$ cat config.mk
export PLATFORM = sky130hd
export DESIGN_NAME = mem_arbiter
export DESIGN_NICKNAME = d
export VERILOG_FILES = /design/src/rtl/mem_arbiter.sv
export SDC_FILE = /design/constraint.sdc
export NUM_CORES = 1
export LEC_CHECK = 0
export BUFFER_PORTS_ARGS = -buffer_cell sky130_fd_sc_hd__buf_2
export CORE_AREA = 2 2 127 129
export CTS_CLUSTER_SIZE = 20
export DETAILED_ROUTE_END_ITERATION = 12
export DIE_AREA = 0 0 129 131
export GPL_TIMING_DRIVEN = 0
export PLACE_DENSITY = 0.69
export SYNTH_ARGS = -nofsm -noshare
export SYNTH_HDL_FRONTEND = slang
export SYNTH_SLANG_ARGS = --single-unit
$ cat constraint.sdc
create_clock -name clk -period 6.2 [get_ports clk]
set_input_delay 0.62 -clock clk [delete_from_list [all_inputs] [get_ports clk]]
set_output_delay 0.62 -clock clk [all_outputs]
set_load 0.05 [all_outputs]
$ cat src/rtl/mem_arbiter.sv
// mem_arbiter: arbitrates a fetch port (i_*) and a data port (d_*) onto one
// shared single-port memory, with at most one transaction outstanding.
//
// Ports:
//   clk, reset           clock, synchronous active-high reset
//   i_req, i_addr        fetch read request (level) and byte address
//   i_rdata, i_ack       fetch read data and one-cycle completion pulse
//   d_rd, d_wr           data read / write request (level; both = write)
//   d_addr, d_wdata      data byte address and write data
//   d_rdata, d_ack       data read result and one-cycle completion pulse
//   stall                combinational pipeline hold
//   mem_req, mem_we      memory request (level) and write enable
//   mem_addr, mem_wdata  memory address and write data, stable during BUSY
//   mem_rdata, mem_ack   memory read data and one-cycle completion pulse
//   timeout_err          sticky flag, set when a transaction is aborted
//
// Parameters:
//   TIMEOUT   BUSY cycles without mem_ack before abort (1..255)
//   ERR_DATA  read data returned to the requester on abort
module mem_arbiter #(
  parameter int unsigned TIMEOUT  = 15,
  parameter logic [31:0] ERR_DATA = 32'h0000_0000
) (
  input  logic        clk,
  input  logic        reset,
  input  logic        i_req,
  input  logic [31:0] i_addr,
  output logic [31:0] i_rdata,
  output logic        i_ack,
  input  logic        d_rd,
  input  logic        d_wr,
  input  logic [31:0] d_addr,
  input  logic [31:0] d_wdata,
  output logic [31:0] d_rdata,
  output logic        d_ack,
  output logic        stall,
  output logic        mem_req,
  output logic        mem_we,
  output logic [31:0] mem_addr,
  output logic [31:0] mem_wdata,
  input  logic [31:0] mem_rdata,
  input  logic        mem_ack,
  output logic        timeout_err
);

  typedef enum logic [1:0] {IDLE, BUSY_I, BUSY_D, DONE} state_t;

  state_t     state, state_nx;
  logic       last_grant_d;   // 1 = data port was served last, 0 = fetch
  logic [7:0] cnt;
  logic       d_req;
  logic       busy;
  logic       expire;
  logic       finish;

  assign d_req  = d_rd | d_wr;
  assign busy   = (state == BUSY_I) || (state == BUSY_D);
  // mem_ack takes priority over an expiring counter in the same cycle.
  assign expire = busy && !mem_ack && (cnt == 8'(TIMEOUT - 1));
  assign finish = busy && (mem_ack || expire);

  assign stall = (i_req & ~i_ack) | (d_req & ~d_ack);

  always_ff @(posedge clk) begin
    if (reset) state <= IDLE;
    else       state <= state_nx;
  end

  always_comb begin
    state_nx = state;
    case (state)
      IDLE: begin
        // On conflict the port not served last wins.
        if (d_req && (!i_req || !last_grant_d)) state_nx = BUSY_D;
        else if (i_req)                         state_nx = BUSY_I;
      end
      BUSY_I, BUSY_D: if (finish) state_nx = DONE;
      DONE:           state_nx = IDLE;
      default:        state_nx = IDLE;
    endcase
  end

  always_ff @(posedge clk) begin
    if (reset) begin
      mem_req      <= 1'b0;
      mem_we       <= 1'b0;
      mem_addr     <= '0;
      mem_wdata    <= '0;
      i_ack        <= 1'b0;
      d_ack        <= 1'b0;
      i_rdata      <= '0;
      d_rdata      <= '0;
      timeout_err  <= 1'b0;
      cnt          <= '0;
      last_grant_d <= 1'b0;
    end else begin
      mem_req <= (state_nx == BUSY_I) || (state_nx == BUSY_D);
      i_ack   <= (state == BUSY_I) && finish;
      d_ack   <= (state == BUSY_D) && finish;

      if (state == IDLE && state_nx == BUSY_D) begin
        cnt       <= '0;
        mem_we    <= d_wr;
        mem_addr  <= d_addr;
        mem_wdata <= d_wr ? d_wdata : '0;
      end else if (state == IDLE && state_nx == BUSY_I) begin
        cnt       <= '0;
        mem_we    <= 1'b0;
        mem_addr  <= i_addr;
        mem_wdata <= '0;
      end else if (finish) begin
        last_grant_d <= (state == BUSY_D);
        if (expire) timeout_err <= 1'b1;
        if (state == BUSY_I)
          i_rdata <= expire ? ERR_DATA : mem_rdata;
        else
          // Writes return zero rather than whatever the memory drives.
          d_rdata <= expire ? ERR_DATA : (mem_we ? '0 : mem_rdata);
      end else if (busy) begin
        cnt <= cnt + 8'd1;
      end
    end
  end

endmodule

======== Yosys cells after proc, flatten, opt, wreduce, memory -nomap -nowiden ========
Cells that the tools add are included.
W data, S select, Z words.
word-level totals
  flip-flop bits (word level) ............. 144
  word-level logic and storage cells ...... 67
  output and inout bits ................... 134
  input bits .............................. 134
cells by class
  eq/ne operators ......................... 6
  reduce and logical (&&, ||, !) cells .... 24
  bitwise operators ....................... 10
  $add $sub $neg .......................... 1
  mux-type cells .......................... 14
operators with widths
  cell                   number
  $mux W32               8
  $reduce_and A4 Y1      3
  $add A8 B1 Y8 const B  1
  $eq A8 B4 Y1 const B   1
  $logic_and A1 B1 Y1    8
  $eq A2 B2 Y1 const B   3
  $mux W2                3
  $not A1 Y1             6
  $pmux W2 S3            1
  $eq A2 B1 Y1 const B   2
  $logic_or A1 B1 Y1     4
  $logic_not A1 Y1       3
  $reduce_and A3 Y1      1
  $reduce_or A3 Y1       1
  $and A1 B1 Y1          2
  $logic_not A2 Y1       1
  $mux W1                2
  $or A1 B1 Y1           2
  $reduce_and A2 Y1      1
  $reduce_bool A2 Y1     1
  $reduce_or A2 Y1       1

======== Longest topological paths before layout ========
  depth after elaboration ................. 12
  gate-level depth with buffers ........... 15

======== Worst setup path after synthesis ========
No wires, ideal clock.
  kind .................................... register to register
  start ................................... register cnt[0]
  end ..................................... register d_rdata[10]
  stages on the path, launching flop included .. 15
  path slack .............................. 3,302 ps
  data arrival time ....................... 2,782 ps
  period minus slack after synthesis ...... 2,898 ps
  library setup time ...................... 116 ps
  cell sequence ........................... dfxtp_1 inv_1 ha_1 nor4b_2 a211o_1 a22oi_1 inv_1 ha_1 buf_2 o21a_1 buf_2 nor3b_4 clkbuf_1 a21oi_1 a31o_1
between the ends
  word-level cells in the longest chain between the ends .. 10
  elaborated cells between the ends (all ways) .. 14
  classes of those cells .................. 3 x eq/ne; 3 x mux; 2 x bitwise; 6 x reduce/logical
ends and longest elaborated chain
  item                                                 RTL line  RTL
  start: declaration                                   50        logic [7:0] cnt;
  start signal: assignment                             120       cnt <= cnt + 8'd1;
  $eq A8 B4 Y1 *                                       59        assign expire = busy && !mem_ack && (cnt == 8'(TIMEOUT - 1));
  $logic_and A1 B1 Y1 *                                59
  $logic_or A1 B1 Y1 *                                 60        assign finish = busy && (mem_ack || expire);
  $logic_and A1 B1 Y1 *                                60
  $mux W2 *                                            77        BUSY_I, BUSY_D: if (finish) state_nx = DONE;
  $pmux W2 S3 *                                        71        case (state)
  via state_nx[1]                                      48        state_t state, state_nx;
  $eq A2 B1 Y1 / $eq A2 B2 Y1 (equally long branches)  106, 101
  $logic_and A1 B1 Y1, on equally long branches        106, 101
  $not A1 Y1 (no line)                                 n/a
  $reduce_and A4 Y1 (no line) *                        n/a
  end signal: assignment                               118       d_rdata <= expire ? ERR_DATA : (mem_we ? '0 : mem_rdata);
  end: declaration                                     34        output logic [31:0] d_rdata,
Mark *: on every way through the listed nets, which the timed path passes. The rest lies on a longest branch.
A chain may end at the register's enable or synchronous reset.

======== Worst setup path after layout ========
  start ................................... register cnt[0]
  end ..................................... register d_rdata[3]
The elaborated chain is that of the path after synthesis.

==> results.toml <==
[power]
p_comb_share_pct = 31.8
sequentialPowerShare_pct = 35.7
ir_drop_mv = 0.215
p_int_mw = 1.82
p_clk_share_pct = 32.6
p_per_area_nw_per_um2 = 366
p_leak_nw = 3.88
switching_share_pct = 40.0
switchingPower_mw = 1.22

[die]
core_um2 = 15600
fp.dieW_um = 129
start_util_pct = 39.3
die_h_um = 131
ios = 268
dieArea_um2 = 16900
rows = 46

[route]
drtAntennaViolNets = 0
via_per_inst = 5.12
drc = 0
routed_wl_um = 18900
drtIter0Drc = 345
firstDrtPassIters = 4
wire_per_inst_um = 16.2
vias = 5962

[synthesis]
synth_warnings = 0
ys.flop_type = "dfxtp_1"
synth_top_area_share_pct = 47.0
synth_top_family_by_area = "compound AO/OA/AOI/OAI gates"
synth-xor-area-share_pct = 0.429
synth_seq_area_share_pct = 47.0
synth-seq-cells = 144
synth_area_um2 = 6130
yosys.cell_types.count = 50
synth_compound_area_share_pct = 26.3
synthArstFlopShare_pct = 0
syn_area_per_cell_um2 = 9.44
synthAdderAreaFrac_pct = 1.43
synth_top_area_cell = "dfxtp_1"
synth_edf_count = 0
synthTopCellsByCount = "144 x dfxtp_1, 66 x a21oi_1, 66 x nand2b_1, 61 x a31o_1, 41 x nor2_1"
syn-num-nets = 790
synthMuxAreaShare_pct = 0.327
synth.area.top_cells = "dfxtp_1 47%, a31o_1 8.7%, nand2b_1 6.7%"
synthCells = 649
yosysMostFrequentCell = "dfxtp_1"
synth-simple-area-share_pct = 17.8

[timing]
relSlewSlack_pct = 62.9
rsz0062_at_grt = "no"
fin_crit_sh_pct = 55.7
fin_crit_ns = 3.45
maxSlewViolCount = 0
max_freq_mhz = 290
hold_violations = 0
tns_ns = 0
tightest_slew_ns = 0.556
skew_ns = 0.0110
setup-violations-final = 0

[finish]
drive_gt1_share_pct = 35.8
area_delta_synth_final_pct = 35.4
diodes = 0
final_area_um2 = 8300
nets = 1076
fin_cells = 1164

[clock_tree]
cts-root-buf = "clkbuf_16"
clkSlewWorstSetupHoldPaths_ns = 0.07
cts_sinks = 144
hold_buffers = 0
clock_path_buffers = 2
post-cts-setup-buffers = 0
cts_made_buffers = 17
cts_tree = "done"
h-tree-depth = 4
cts_resized = 0
worstSkewPairLatency_ns = 0.43

[placement]
dpl_cell_area_um2 = 7730
portBuffers = 267
dp.cells = 1132
place_congestion = 0.833
hpwl_um = 14100

[global_route]
grt_pass1_wl_um = 28600
overflow = 0
grt_pass1_vias = 5569
grt_antenna_before_repair = 0
grt_max_degree = 17
grt_util_all_layers_pct = 21.6

[outcome]
status = "finished clean"

[worst_setup_path]
path_class = "flip-flop to flip-flop"
cp.arrival_ns = 3.77
startpoint_type = "flip-flop"
worstPathMaxFanout = 10
critPathCaptureType = "flip-flop"
cp.required_ns = 6.52

[flow_run]
maxCapViolCount = 0

[hold_path]
hold_path_class = "primary input to flip-flop"
-- state kept, by name, indices dropped and copies added, names as in the netlist --
name / count
last_grant_d: 1
cnt: 8
state: 2
d_ack: 1
i_ack: 1
timeout_err: 1
mem_req: 1
mem_we: 1
mem_addr: 32
mem_wdata: 32
i_rdata: 32
d_rdata: 32
-- placed cells by master (no fill, tap or decap), drive strengths merged, types with 2 or more instances in the layout --
| cell | instances |
|---|---|
| nand3 | 33 |
| and3 | 2 |
| a22oi | 2 |
| xor2 | 2 |
| nor3 | 4 |
| a21oi | 66 |
| nand2b | 66 |
| dfxtp | 144 |
| a21o | 2 |
| nor2b | 2 |
| mux2i | 2 |
| o41ai | 2 |
| a22o | 33 |
| nor2 | 43 |
| or3 | 5 |
| and2 | 3 |
| a311oi | 32 |
| inv | 19 |
| clkinv | 3 |
| buf | 301 |
| ha | 7 |
| a31o | 64 |
| nor3b | 3 |
| clkbuf | 48 |
| a211o | 2 |
| o21ai | 4 |
| nand2 | 39 |
-- power groups by stage --
stage	sequential, mW	clock (mW)	combinational [mW]
detailed placement	1.10	0	0.970
CTS	1.08	1.01	0.970
finish	1.08	0.989	0.966
global route	1.09	1.06	1.04
floorplan	1.44	0	0.362
global placement	1.10	0	0.963
-- final timing paths --
path	slack, ns	from	cells past startpoint	to
max reg2reg	2.75	cnt[0]$_SDFFE_PP0P_	14	d_rdata[3]$_SDFFE_PP0P_
min reg2reg	0.47	timeout_err$_SDFFE_PP0P_	2	timeout_err$_SDFFE_PP0P_
min	0.39	d_wdata[12]	2	mem_wdata[12]$_SDFFE_PP0P_
max	2.75	cnt[0]$_SDFFE_PP0P_	14	d_rdata[3]$_SDFFE_PP0P_
-- final cells by class --
class / count / area (um2)
well taps: 216 / 270
clock inverters: 15 / 140
plain buffers: 65 / 375
clock buffers: 17 / 425
multi-input cells: 432 / 2840
flip-flops and latches: 144 / 2880
inverters: 8 / 30.0
fillers: 1504 / 7300
repair buffers: 267 / 1340
-- stage by stage --
| stage | util [%] | power, mW | hold WS, ns | worst slack (ns) |
|---|---|---|---|---|
| after CTS | 53.2 | 3.06 | 0.379 | 2.70 |
| after global routing | 53.2 | 3.19 | 0.380 | 2.47 |
| final | 53.2 | 3.04 | 0.394 | 2.75 |
| after floorplan | - | 1.80 | 0.463 | 3.30 |
| after detailed placement | 49.6 | 2.07 | 0.459 | 2.72 |
| after global placement | 49.6 | 2.06 | 0.453 | 2.78 |
-- critical path, cell delays in order, from the launching register on --
cell and delay (ns):
dfxtp_1 0.40, inv_1 0.06, ha_1 0.19, nor4b_2 0.19, a211o_1 0.30, a22oi_1 0.26
inv_1 0.09, ha_1 0.19, buf_2 0.16, o21a_1 0.17, buf_2 0.18, nor3b_4 0.36
clkbuf_1 0.44, a21oi_1 0.15, a31o_1 0.20
-- cell families after synthesis --
| family | count (synthesis) |
|---|---|
| AO/OA/AOI/OAI | 215 |
| XOR/XNOR | 3 |
| adder cells (fa/ha/maj) | 7 |
| buffers and inverters | 73 |
| flip-flops | 144 |
| multiplexers | 2 |
| AND/OR/NAND/NOR | 205 |
-- layer usage --
layer / GRT usage, % / vias up / routed length, um
met5: 0 / - / 0
met2: 35.9 / 209 / 9250
met4: 7.61 / 0 / 201
li1: - / 2942 / -
met1: 27.3 / 2797 / 8190
met3: 5.58 / 14 / 1240
Note: power is estimated with default switching activity, not from simulation.
